[src/rtl/led_seq_pkg.sv]
// rtl/led_seq_pkg.sv - shared types and constants for the LED pattern sequencer
//
// Purpose: mode and direction enums, per-mode initial LED patterns and a
//          lookup helper used by the sequencer top.
// Ports:   none (package).

package led_seq_pkg;

   typedef enum logic [1:0] {
      MODE_SHL    = 2'd0,
      MODE_SHR    = 2'd1,
      MODE_FILL   = 2'd2,
      MODE_BOUNCE = 2'd3
   } mode_e;

   typedef enum logic {
      LEFT  = 1'b0,
      RIGHT = 1'b1
   } dir_e;

   localparam logic [7:0] INIT_SHL    = 8'h01;
   localparam logic [7:0] INIT_SHR    = 8'h80;
   localparam logic [7:0] INIT_FILL   = 8'h00;
   localparam logic [7:0] INIT_BOUNCE = 8'h01;

   function automatic logic [7:0] init_pattern(input mode_e m);
      logic [7:0] p;
      case (m)
         MODE_SHL:    p = INIT_SHL;
         MODE_SHR:    p = INIT_SHR;
         MODE_FILL:   p = INIT_FILL;
         MODE_BOUNCE: p = INIT_BOUNCE;
         default:     p = INIT_SHL;
      endcase
      return p;
   endfunction

endpackage

[src/rtl/led_pattern_sequencer_step_prescaler.sv]
// rtl/led_pattern_sequencer_step_prescaler.sv - divides the clock into pattern step strobes
//
// Purpose: counts enabled clocks and flags a step on the cycle whose edge
//          wraps the counter from DIV-1 back to 0.
// Ports:   clk  - system clock, rising edge
//          rst  - asynchronous active-high reset
//          en   - count enable; 0 holds the counter
//          clr  - synchronous clear, overrides en and suppresses the step
//          step - combinational, high when the next edge is a step edge

module step_prescaler #(
   parameter int unsigned DIV = 25_000_000,
   parameter int unsigned CW  = 25
) (
   input  logic clk,
   input  logic rst,
   input  logic en,
   input  logic clr,
   output logic step
);

   localparam logic [CW-1:0] LAST = CW'(DIV - 1);

   logic [CW-1:0] cnt;

   always_ff @(posedge clk or posedge rst) begin
      if (rst) begin
         cnt <= '0;
      end else if (clr) begin
         cnt <= '0;
      end else if (en) begin
         if (cnt == LAST) begin
            cnt <= '0;
         end else begin
            cnt <= cnt + CW'(1);
         end
      end
   end

   // A clear (mode restart) always beats a wrap landing on the same edge.
   assign step = en && !clr && (cnt == LAST);

endmodule

[src/rtl/led_pattern_sequencer.sv]
// rtl/led_pattern_sequencer.sv - drives 8 LEDs with one of four step patterns
//
// Purpose: synchronizes the requested mode, restarts the pattern whenever the
//          synchronized mode differs from the running one, and advances the
//          selected pattern on each prescaler step.
// Ports:   clk    - system clock, rising edge
//          rst    - asynchronous active-high reset
//          en     - run enable; 0 freezes prescaler and pattern
//          mode_i - requested mode, asynchronous to clk
//          led_o  - registered LED pattern
//          mode_o - registered mode currently executing
//          tick_o - one-cycle pulse in the cycle after each pattern advance

module led_pattern_sequencer
   import led_seq_pkg::*;
#(
   parameter int unsigned DIV = 25_000_000,
   parameter int unsigned CW  = 25
) (
   input  logic       clk,
   input  logic       rst,
   input  logic       en,
   input  logic [1:0] mode_i,
   output logic [7:0] led_o,
   output logic [1:0] mode_o,
   output logic       tick_o
);

   logic [1:0] mode_s1;
   logic [1:0] mode_s2;

   mode_e      mode_q, mode_d;
   dir_e       dir_q,  dir_d;
   logic [7:0] led_q,  led_d;
   logic       tick_q, tick_d;

   logic       mode_change;
   logic       step;

   assign mode_change = (mode_s2 != mode_q);

   step_prescaler #(
      .DIV (DIV),
      .CW  (CW)
   ) u_prescaler (
      .clk  (clk),
      .rst  (rst),
      .en   (en),
      .clr  (mode_change),
      .step (step)
   );

   // State register, including the two-flop mode synchronizer.
   always_ff @(posedge clk or posedge rst) begin
      if (rst) begin
         mode_s1 <= 2'd0;
         mode_s2 <= 2'd0;
         mode_q  <= MODE_SHL;
         dir_q   <= LEFT;
         led_q   <= INIT_SHL;
         tick_q  <= 1'b0;
      end else begin
         mode_s1 <= mode_i;
         mode_s2 <= mode_s1;
         mode_q  <= mode_d;
         dir_q   <= dir_d;
         led_q   <= led_d;
         tick_q  <= tick_d;
      end
   end

   // Next-state logic: restart on any mode difference, else step the pattern.
   always_comb begin
      mode_d = mode_q;
      dir_d  = dir_q;
      led_d  = led_q;
      tick_d = 1'b0;

      if (mode_change) begin
         mode_d = mode_e'(mode_s2);
         led_d  = init_pattern(mode_e'(mode_s2));
         dir_d  = LEFT;
      end else if (step) begin
         tick_d = 1'b1;
         dir_d  = LEFT;
         case (mode_q)
            MODE_SHL: begin
               led_d = {led_q[6:0], led_q[7]};
            end
            MODE_SHR: begin
               led_d = {led_q[0], led_q[7:1]};
            end
            MODE_FILL: begin
               // Full bar empties in one step so the period is 9, not 8.
               if (led_q == 8'hFF) begin
                  led_d = 8'h00;
               end else begin
                  led_d = {led_q[6:0], 1'b1};
               end
            end
            MODE_BOUNCE: begin
               // Turn around on the step that would hit the end, so the end
               // LED is shown once and never repeated.
               if (dir_q == LEFT) begin
                  if (led_q[7]) begin
                     dir_d = RIGHT;
                     led_d = led_q >> 1;
                  end else begin
                     led_d = led_q << 1;
                  end
               end else begin
                  if (led_q[0]) begin
                     dir_d = LEFT;
                     led_d = led_q << 1;
                  end else begin
                     dir_d = RIGHT;
                     led_d = led_q >> 1;
                  end
               end
            end
            default: begin
               led_d = led_q;
            end
         endcase
      end
   end

   // Outputs are straight from registers.
   always_comb begin
      led_o  = led_q;
      mode_o = mode_q;
      tick_o = tick_q;
   end

   // Every mode except FILL keeps exactly one LED lit.
   onehot_pattern_a : assert property (
      @(posedge clk) disable iff (rst)
         (mode_q != MODE_FILL) |-> $onehot(led_q)
   );

endmodule
[config.mk]
export PLATFORM = sky130hd
export DESIGN_NAME = led_pattern_sequencer
export DESIGN_NICKNAME = d
export VERILOG_FILES = /design/src/rtl/led_seq_pkg.sv /design/src/rtl/led_pattern_sequencer_step_prescaler.sv /design/src/rtl/led_pattern_sequencer.sv
export SDC_FILE = /design/constraint.sdc
export NUM_CORES = 1
export LEC_CHECK = 0
export CORE_MARGIN = 2
export CORE_UTILIZATION = 45
export DETAILED_ROUTE_END_ITERATION = 16
export GPL_ROUTABILITY_DRIVEN = 0
export PLACE_DENSITY_LB_ADDON = 0.1
export SLEW_MARGIN = 20
export SYNTH_ARGS = -nofsm -noshare
export SYNTH_HDL_FRONTEND = slang
export SYNTH_HIERARCHICAL = 1
export SYNTH_SLANG_ARGS = --single-unit
[constraint.sdc]
create_clock -name clk -period 4.21 [get_ports clk]
set_clock_uncertainty 0.2 [all_clocks]
set_input_delay 0.842 -clock clk [delete_from_list [all_inputs] [get_ports clk]]
set_output_delay 0.842 -clock clk [all_outputs]
set_load 0.01 [all_outputs]
==> reports/results.txt <==
P&R area growth vs syn: 13.6%
CP max-delay cell: or4_4
# IOs: 16
post-synthesis net count: 271
Max-slew headroom: 0.382
fin. max-slew vios: 0
Final Util: 0.535
Worst-Skew Late Latency: 300 ps
power per cell area: 293 mW/mm²
antenna viol nets, final: 0
Crit path depth: 8
Die W: 77.3 µm
critical path fanouts, max: 11
Critical Path AT: 2960 ps
Fmax: 342 MHz
Placed Area: 0.00263 mm²
Antenna diodes: 0
postcts setup bufs: 0
prevailing post-synth register cell: dfrtp_1
CTS Buffer Depth: 2
fin crit period: 2930 ps
Crit path required time: 4240 ps
Multi-input gate area: 0.00128 mm²
R2R depth: 8
Post-synth EDFFs: 0
Nets: 284
period utilization: 0.695
CTS Root Buffer Type: clkbuf_8
GR Util All Layers: 0.196
Worst path top cell family by delay: simple AND/OR/NAND/NOR gates
pre-CTS setup slack: 1190 ps
worst setup margin: 1280 ps
cts repair resizes: 0
Lkg Pwr: 1.07 nW
first-pass GRT wire length: 9440 µm
critical path type: reg -> reg
# hold bufs at CTS: 0
Vias: 2062
RSZ-0062 raised after global routing: no
drt via density: 5.93
Mapped Cells: 264
Inserted Clock Buffers: 5
die area: 0.00598 mm²
largest net degree at the start of global routing: 26
CTS clock-pin slew for the worst setup and hold paths: 80 ps
layout cells sized above 1: 0.122
Routed WL: 5470 µm
Setup TNS: 0 ps
core box area: 0.00514 mm²
maxcap violations: 0
vias in the first global route: 1847
critical path launch point type: flip-flop
worst hold margin: 154 ps
WP buf/inv: 1
endpoints failing setup: 0
std cell rows: 26
starting density of the core: 0.471
post-synthesis area per instance: 9.17 µm²
worst slew pin tran: 921 ps
max incr delay on CP: 580 ps
hold path cells: 0
Final Hold Fails: 0
WL/cell: 15.7 µm
CTS tree: built
fillers: 509
CTS Sinks: 41
Netlist cell types: 62
number of synthesis warnings: 6
CP endpoint kind: flip-flop
GRT overflow: 0
worst vdd rail ir drop: 0.226 mV
finished layout cell area: 0.00275 mm²
asr flop ratio synth: 1.00
number of synthesized register bits: 41
Mapped Area: 0.00242 mm²
DRT iter0 DRCs: 247
drc violations: 0
CTS H-tree lvls: 2
outcome: finished clean
initial antenna violation count: 0
Reg area: 0.00103 mm²
Critical Path, Cell by Cell: or4_4 > nor4_4 > nand2_2 > nor2_1 > buf_4 > nand3_1 > and3b_4 > a221o_1
Die Y: 77.3 µm
R2R Setup Slk: 1280 ps
port buffer count: 15
min-delay worst type: reg -> reg
Seq/Total Area, Yosys: 0.425
first drt pass iteration count: 4
hpwl dp: 3930 µm
## path summary, 6_finish.rpt
path,from,to
worst max-delay path,u_prescaler/cnt[6]$_DFFE_PP0P_,led_o[2]$_DFFE_PP0P_
worst min register to register,mode_s1[1]$_DFF_PP0_,mode_s2[1]$_DFF_PP0_
max in group asynchronous,rst,u_prescaler/cnt[8]$_DFFE_PP0P_
worst max register to register,u_prescaler/cnt[6]$_DFFE_PP0P_,led_o[2]$_DFFE_PP0P_
worst min-delay path,mode_s1[1]$_DFF_PP0_,mode_s2[1]$_DFF_PP0_
min in group asynchronous,rst,led_o[6]$_DFFE_PP0P_
## cells in the final DEF (no fill, tap or decap), types with 4 or more instances in the layout
| cell | n |
|---|---|
| dfrtp_1 | 40 |
| nand2_1 | 24 |
| nand3_1 | 19 |
| nor2_1 | 17 |
| a21oi_1 | 15 |
| clkdlybuf4s50_1 | 15 |
| inv_1 | 13 |
| o21ai_0 | 11 |
| nand4_1 | 9 |
| nor3_1 | 8 |
| nor4_1 | 7 |
| a31oi_1 | 7 |
| a221o_1 | 6 |
| clkbuf_8 | 6 |
| xnor2_1 | 5 |
| buf_4 | 4 |
| and3_1 | 4 |
## power breakdown
part / switching (mW) / internal, mW / leakage [nW]
clock network: 0.133 / 0.193 / 0.0585
logic: 0.0401 / 0.0259 / 0.458
registers: 0.0121 / 0.401 / 0.554
total: 0.185 / 0.620 / 1.07
## per-stage QoR
step | cells | power [mW]
floorplan | 264 | 0.462
global placement | 340 | 0.488
detailed placement | 340 | 0.487
CTS | 348 | 0.817
global route | 348 | 0.840
finish | 348 | 0.806
## final cells by class
type,instances,share of cell area
Inverter,14,0.0191
Sequential cell,41,0.374
Multi-Input combinational cell,196,0.467
Timing Repair Buffer,19,0.0655
Clock buffer,7,0.0314
Tap cell,70,0.0319
Clock inverter,1,0.0109
## state kept, by name, indices dropped and copies added (netlist names)
name             cells
mode_s1              2
dir_q                1
mode_o               2
mode_s2              2
u_prescaler/cnt     25
tick_o               1
led_o                8
## synthesized netlist by cell type (all sizes together), types with 3 or more instances
cell type,instances,share of area
a21oi,15,0.031
a221o,6,0.025
a22o,3,0.011
a22oi,3,0.0093
a31oi,7,0.018
and3,4,0.010
buf,4,0.012
clkbuf,9,0.014
dfrtp,40,0.41
inv,14,0.022
nand2,27,0.045
nand3,20,0.043
nand4,11,0.037
nand4b,3,0.011
nor2,17,0.026
nor3,9,0.021
nor4,9,0.032
o211ai,3,0.0093
o21ai,11,0.023
o22ai,3,0.0078
or4,4,0.016
xnor2,5,0.018
xor2,3,0.011
## metal layers
metal  GRT usage  vias to the layer above  wire [µm]  share of wire
met5           0                        -          0              0
met4      0.0554                        0         61          0.011
met3      0.0372                        7        234          0.043
met2       0.254                       47       2170           0.40
met1       0.324                      996       3010           0.55
li1            -                     1012          -              -
## logic make-up after synthesis
logic type | count (synthesis) | synth area share
flip-flops | 41 | 0.425
AO/OA/AOI/OAI | 60 | 0.172
multiplexers | 1 | 0.00465
adder cells (fa/ha/maj) | 2 | 0.0103
buffers and inverters | 27 | 0.0476
AND/OR/NAND/NOR | 125 | 0.312
XOR/XNOR | 8 | 0.0290
## worst register-to-register path: cells and delay by family (launching register included)
| family | cells | cell delay, ps |
|---|---|---|
| AO/OA/AOI/OAI | 1 | 140 |
| flip-flops | 1 | 460 |
| buffers and inverters | 1 | 170 |
| AND/OR/NAND/NOR | 6 | 1900 |
Power figures use the tool's default switching activity.
